## src/rtl/vga_timing_gen_if.sv

```systemverilog
// Video timing bundle: raster position, sync strobes and pixel/frame
// qualifiers produced by the timing generator and consumed by the
// pixel pipeline.
interface vga_timing_gen_if;
    logic       pix_tick;
    logic       hsync;
    logic       vsync;
    logic       video_on;
    logic [9:0] pix_x;
    logic [9:0] pix_y;
    logic       frame_start;

    modport master (
        output pix_tick,
        output hsync,
        output vsync,
        output video_on,
        output pix_x,
        output pix_y,
        output frame_start
    );

    modport slave (
        input pix_tick,
        input hsync,
        input vsync,
        input video_on,
        input pix_x,
        input pix_y,
        input frame_start
    );
endinterface

```

## src/rtl/vga_timing_gen.sv

```systemverilog
// VGA raster timing generator. A clk/2 pixel enable drives a horizontal
// and a vertical counter; all decoded outputs are registered from the
// next-state counter values so they move on the same edge as pix_x/pix_y.
module vga_timing_gen #(
    parameter int   H_ACTIVE = 640,
    parameter int   H_FP     = 16,
    parameter int   H_SYNC   = 96,
    parameter int   H_BP     = 48,
    parameter int   V_ACTIVE = 480,
    parameter int   V_FP     = 10,
    parameter int   V_SYNC   = 2,
    parameter int   V_BP     = 33,
    parameter logic SYNC_POL = 1'b0
) (
    input  logic             clk,
    input  logic             rst_n,
    input  logic             en,
    vga_timing_gen_if.master vga
);

    localparam int H_TOTAL = H_ACTIVE + H_FP + H_SYNC + H_BP;
    localparam int V_TOTAL = V_ACTIVE + V_FP + V_SYNC + V_BP;

    localparam logic [9:0] H_MAX      = 10'(H_TOTAL - 1);
    localparam logic [9:0] V_MAX      = 10'(V_TOTAL - 1);
    localparam logic [9:0] H_ACT_END  = 10'(H_ACTIVE);
    localparam logic [9:0] V_ACT_END  = 10'(V_ACTIVE);
    localparam logic [9:0] HS_START   = 10'(H_ACTIVE + H_FP);
    localparam logic [9:0] HS_END     = 10'(H_ACTIVE + H_FP + H_SYNC);
    localparam logic [9:0] VS_START   = 10'(V_ACTIVE + V_FP);
    localparam logic [9:0] VS_END     = 10'(V_ACTIVE + V_FP + V_SYNC);

    logic       pix_tick_r;
    logic [9:0] h_cnt_r;
    logic [9:0] v_cnt_r;
    logic       hsync_r;
    logic       vsync_r;
    logic       video_on_r;
    logic       frame_start_r;

    logic       advance_s;
    logic       frame_wrap_s;
    logic [9:0] h_nxt_s;
    logic [9:0] v_nxt_s;
    logic       hsync_s;
    logic       vsync_s;
    logic       video_on_s;

    // Next raster position and the decodes derived from it.
    always_comb begin
        advance_s    = en & pix_tick_r;
        h_nxt_s      = h_cnt_r;
        v_nxt_s      = v_cnt_r;
        frame_wrap_s = 1'b0;
        if (advance_s) begin
            if (h_cnt_r == H_MAX) begin
                h_nxt_s = 10'd0;
                if (v_cnt_r == V_MAX) begin
                    v_nxt_s      = 10'd0;
                    frame_wrap_s = 1'b1;
                end else begin
                    v_nxt_s = v_cnt_r + 10'd1;
                end
            end else begin
                h_nxt_s = h_cnt_r + 10'd1;
            end
        end else begin
            h_nxt_s = h_cnt_r;
        end

        video_on_s = (h_nxt_s < H_ACT_END) && (v_nxt_s < V_ACT_END);
        if ((h_nxt_s >= HS_START) && (h_nxt_s < HS_END)) begin
            hsync_s = SYNC_POL;
        end else begin
            hsync_s = ~SYNC_POL;
        end
        if ((v_nxt_s >= VS_START) && (v_nxt_s < VS_END)) begin
            vsync_s = SYNC_POL;
        end else begin
            vsync_s = ~SYNC_POL;
        end
    end

    // Timing state and registered outputs; everything freezes while en is low.
    always_ff @(posedge clk or negedge rst_n) begin
        if (!rst_n) begin
            pix_tick_r    <= 1'b0;
            h_cnt_r       <= 10'd0;
            v_cnt_r       <= 10'd0;
            hsync_r       <= ~SYNC_POL;
            vsync_r       <= ~SYNC_POL;
            video_on_r    <= 1'b0;
            frame_start_r <= 1'b0;
        end else if (en) begin
            pix_tick_r    <= ~pix_tick_r;
            h_cnt_r       <= h_nxt_s;
            v_cnt_r       <= v_nxt_s;
            hsync_r       <= hsync_s;
            vsync_r       <= vsync_s;
            video_on_r    <= video_on_s;
            frame_start_r <= frame_wrap_s;
        end else begin
            frame_start_r <= 1'b0;
        end
    end

    assign vga.pix_tick    = pix_tick_r;
    assign vga.pix_x       = h_cnt_r;
    assign vga.pix_y       = v_cnt_r;
    assign vga.hsync       = hsync_r;
    assign vga.vsync       = vsync_r;
    assign vga.video_on    = video_on_r;
    assign vga.frame_start = frame_start_r;

endmodule

```

## src/flat_wrapper.sv

```systemverilog
// flat-port wrapper written by rule: the top's interface ports become plain ports
module vga_timing_gen_flat 
#(
    parameter int   H_ACTIVE = 640,
    parameter int   H_FP     = 16,
    parameter int   H_SYNC   = 96,
    parameter int   H_BP     = 48,
    parameter int   V_ACTIVE = 480,
    parameter int   V_FP     = 10,
    parameter int   V_SYNC   = 2,
    parameter int   V_BP     = 33,
    parameter logic SYNC_POL = 1'b0
)
  (clk, rst_n, en, vga_pix_tick, vga_hsync, vga_vsync, vga_video_on, vga_pix_x, vga_pix_y, vga_frame_start);
  vga_timing_gen_if vga_i ();
  input  logic clk;
  input  logic rst_n;
  input  logic en;
  output wire logic [$bits(vga_i.pix_tick)-1:0] vga_pix_tick;
  output wire logic [$bits(vga_i.hsync)-1:0] vga_hsync;
  output wire logic [$bits(vga_i.vsync)-1:0] vga_vsync;
  output wire logic [$bits(vga_i.video_on)-1:0] vga_video_on;
  output wire logic [$bits(vga_i.pix_x)-1:0] vga_pix_x;
  output wire logic [$bits(vga_i.pix_y)-1:0] vga_pix_y;
  output wire logic [$bits(vga_i.frame_start)-1:0] vga_frame_start;
  assign vga_pix_tick = vga_i.pix_tick;
  assign vga_hsync = vga_i.hsync;
  assign vga_vsync = vga_i.vsync;
  assign vga_video_on = vga_i.video_on;
  assign vga_pix_x = vga_i.pix_x;
  assign vga_pix_y = vga_i.pix_y;
  assign vga_frame_start = vga_i.frame_start;
  vga_timing_gen #(.H_ACTIVE(H_ACTIVE), .H_FP(H_FP), .H_SYNC(H_SYNC), .H_BP(H_BP), .V_ACTIVE(V_ACTIVE), .V_FP(V_FP), .V_SYNC(V_SYNC), .V_BP(V_BP), .SYNC_POL(SYNC_POL)) u_core (.clk(clk), .rst_n(rst_n), .en(en), .vga(vga_i));
endmodule
```

## config.mk

```make
export PLATFORM = sky130hd
export DESIGN_NAME = vga_timing_gen_flat
export DESIGN_NICKNAME = d
export VERILOG_FILES = /design/src/rtl/vga_timing_gen_if.sv /design/src/rtl/vga_timing_gen.sv /design/src/flat_wrapper.sv
export SDC_FILE = /design/constraint.sdc
export NUM_CORES = 1
export LEC_CHECK = 0
export ABC_AREA = 1
export CAP_MARGIN = 0
export CELL_PAD_IN_SITES_DETAIL_PLACEMENT = 1
export CELL_PAD_IN_SITES_GLOBAL_PLACEMENT = 1
export CORE_UTILIZATION = 38
export CTS_BUF_LIST = sky130_fd_sc_hd__clkbuf_2
export DETAILED_ROUTE_END_ITERATION = 10
export GPL_TIMING_DRIVEN = 0
export PLACE_DENSITY_LB_ADDON = 0.1
export SLEW_MARGIN = 30
export SYNTH_ARGS = -nofsm -noshare
export SYNTH_HDL_FRONTEND = slang
export SYNTH_SLANG_ARGS = --single-unit
```

## constraint.sdc

```tcl
create_clock -name clk -period 2.15 [get_ports clk]
set_clock_uncertainty 0.05 [all_clocks]
set_input_delay 0.645 -clock clk [delete_from_list [all_inputs] [get_ports clk]]
set_output_delay 0.645 -clock clk [all_outputs]
set_load 0.05 [all_outputs]
```

==> reports/results.ini <==
[run_status]
run_status = complete, no violations

[power]
vdd_drop_max_uv = 403.9
power_density_nw_per_um2 = 709.7
p_leak_nw = 1.004
total_power_mw = 1.316

[drt]
dr_total_vias = 1494
route.detailed.drc = 0
wl_met1_mm = 2.024
wirelength_mm = 4.057
highest_layer = met3
wl_met2_mm = 1.901
routedWlPerCell_um = 13.43
wl_met3_um = 130
first_iter_violations = 75
drtAntennaViolNets = 0
drtPass1Iterations = 4
vias_per_cell = 4.947

[final_layout]
areaGrowthSynthToFinish_pct = 18.94
fin_util_pct = 48.81
nets = 261
n_fill_cell = 513
drive_gt1_share_pct = 14.96
antenna_cells = 0
instances_no_fill = 302

[sta]
maxSlewHeadroom_pct = 62.26
finalHoldViolCount = 0
fin_ws_ns = 0.05440
tns_ns = 0
period_share_pct = 97.47
min_period_ns = 2.096
max_freq_mhz = 477.2
slew_violations = 0
rsz0062_at_grt = false
setup_viol = 0
tightestPinTransition_ns = 0.5661

[floorplanning]
core_area_um2 = 3799
fp.dieW_um = 66.05
die-height_um = 66.05
start_util_pct = 41.04
num_io_pins = 28
num_rows = 22
die-area_um2 = 4363

[placed_design]
dpl.hpwl_mm = 3.201
place_congestion = 0.8033
port_buffers = 26
place_worst_setup_slack_ns = 0.06847
dp.cells = 296

[logic_synthesis]
synthCells = 222
synthSimpleGateAreaFrac_pct = 41.25
synth_area_leaders = dfrtp_1 37%, nand2_1 16%, inv_1 8.2%, nand3_1 8.0%, nor2_1 7.9%
synth-compound-area-share_pct = 4.173
synth_warnings = 0
synthesis.area_um2 = 1559
ys_types = 23
synthXorXnorAreaFrac_pct = 0.5618
synth-adder-area-share_pct = 2.408
synth.top_cell.area_share_pct = 36.92
ys_ff_latch = 25
synth_top_family_by_area = simple AND/OR/NAND/NOR gates
syn_area_per_cell_um2 = 7.022
syn_nets = 228
seq_area_frac_synth_pct = 40.29
synthMuxAreaShare_pct = 0
yosys.area.top_type = dfrtp_1

[global_routing]
antenna_found_initial = 0
grt_usage_pct = 20.82
grt_pass1_vias = 1465
grt_start_max_net_pins = 26
grt_overflow = 0
grt_pass1_wl_mm = 6.934

[clocking]
clkTransAtPathRegs_ns = 0.27
tritoncts = yes
clkSinkCount = 25
cts.path.max_buffers = 2
h-tree-depth = 1
hold_buffers = 0
clock_latency_ns = 0.36
clock-root-buffer = clkbuf_2
cts-buffers-inserted = 3

[critical_path]
rr_startpoint = u_core.vga.pix_x[0]$_DFFE_PN0P_
slowest_delay_ns = 0.55
end_kind = primary output
worstPathCellList = dlygate4sd2_1
cp_max_fo = 5
cp.required_ns = 1.45
startpoint_type = flip-flop
worstSetupPathType = flip-flop to primary output
critPathSlowestCell = dlygate4sd2_1
path_delay_family = buffers and inverters
crit_start = u_core.vga.pix_x[4]$_DFFE_PN0P_
arrival_ns = 1.40
path_buf_inv = 1

[worst_hold_path]
min_path_type = input pin to async pin

[flow_run]
maxCapViolCount = 0

## cells in the final DEF (no fill, tap or decap), types with 4 or more instances in the layout
cell type | netlist | routed
nand4_1 | 5 | 5
inv_1 | 34 | 34
o21ai_0 | 4 | 4
nor2_1 | 33 | 32
clkbuf_2 | 0 | 13
o21bai_1 | 4 | 4
dfrtp_1 | 23 | 23
nand3_1 | 25 | 25
nand2_1 | 65 | 65
dlygate4sd2_1 | 0 | 12
## where the power goes
group	internal [mW]	switching (mW)
clock	0.0490	0.160
sequential	0.524	0.0778
combinational	0.141	0.363
## flip-flops by register name, summed over array words and instances (netlist names)
| register | cells |
|---|---|
| u_core.vga.frame_start | 1 |
| u_core.vga.hsync | 1 |
| u_core.vga.pix_tick | 1 |
| u_core.vga.pix_x | 10 |
| u_core.vga.pix_y | 10 |
| u_core.vga.video_on | 1 |
| u_core.vga.vsync | 1 |
## cell families after synthesis
kind of cell	count (synthesis)
AOI/OAI and AO/OA	11
DFF	25
adders and majority gates	3
xor gates and xnor gates	1
buffers and inverters	41
and+or+nand+nor	141
## per-stage QoR
| step | hold WS, ns | instance area, um2 |
|---|---|---|
| finish | 0.1627 | 1854 |
| global route | 0.1876 | 1854 |
| CTS | 0.1893 | 1871 |
| detailed placement | 0.4267 | 1874 |
| global placement | 0.4219 | 1879 |
| floorplan | 0.2994 | 1559 |
## cells in the mapped netlist
| master | instances |
|---|---|
| buf_6 | 3 |
| nor2_8 | 1 |
| or2_2 | 1 |
| a21oi_1 | 3 |
| nand3_2 | 3 |
| inv_1 | 34 |
| nand4_1 | 5 |
| dfstp_2 | 2 |
| dfrtp_1 | 23 |
| nand2_1 | 65 |
| inv_2 | 3 |
| nand2_2 | 1 |
| xnor2_1 | 1 |
| nand3_1 | 25 |
| ha_1 | 3 |
| clkinv_1 | 1 |
| nand2_4 | 2 |
| nor2_4 | 1 |
| o21bai_1 | 4 |
| nor2_2 | 2 |
| o21ai_0 | 4 |
| nor2_1 | 33 |
| nor3_1 | 2 |
## what timing repair did
item | in CTS | in global routing
endpoints found under the setup margin | 25 | 14
gates resized for setup | 31 | 19
setup buffers | 0 | 2
## worst paths after layout
check	end	slack, ns	cells past startpoint
min reg2reg	u_core.vga.hsync$_DFFE_PN1P_	0.46	2
max in group asynchronous	u_core.vga.vsync$_DFFE_PN1P_	1.50	1
max	vga_pix_x[4]	0.05	1
min in group clk	u_core.vga.hsync$_DFFE_PN1P_	0.45	3
max reg2reg	u_core.vga.video_on$_DFFE_PN0P_	0.21	12
min	u_core.vga.pix_x[1]$_DFFE_PN0P_	0.16	1
## layout make-up
cell class / count / area [um2] / area share [%]
repair buffers: 28 / 212.7 / 11.47
inverters: 38 / 142.6 / 7.692
flip-flops and latches: 25 / 628.1 / 33.87
clock buffers: 4 / 20.02 / 1.080
well taps: 48 / 60.06 / 3.239
plain buffers: 3 / 33.78 / 1.822
multi-input cells: 156 / 757.0 / 40.82
## layer usage
metal  vias up  global-route usage (%)
met1       716                   28.78
met2        27                   34.82
met5         -                       0
li1        751                       -
met4         0                   3.723
met3         0                   2.586
Power figures use the tool's default switching activity.
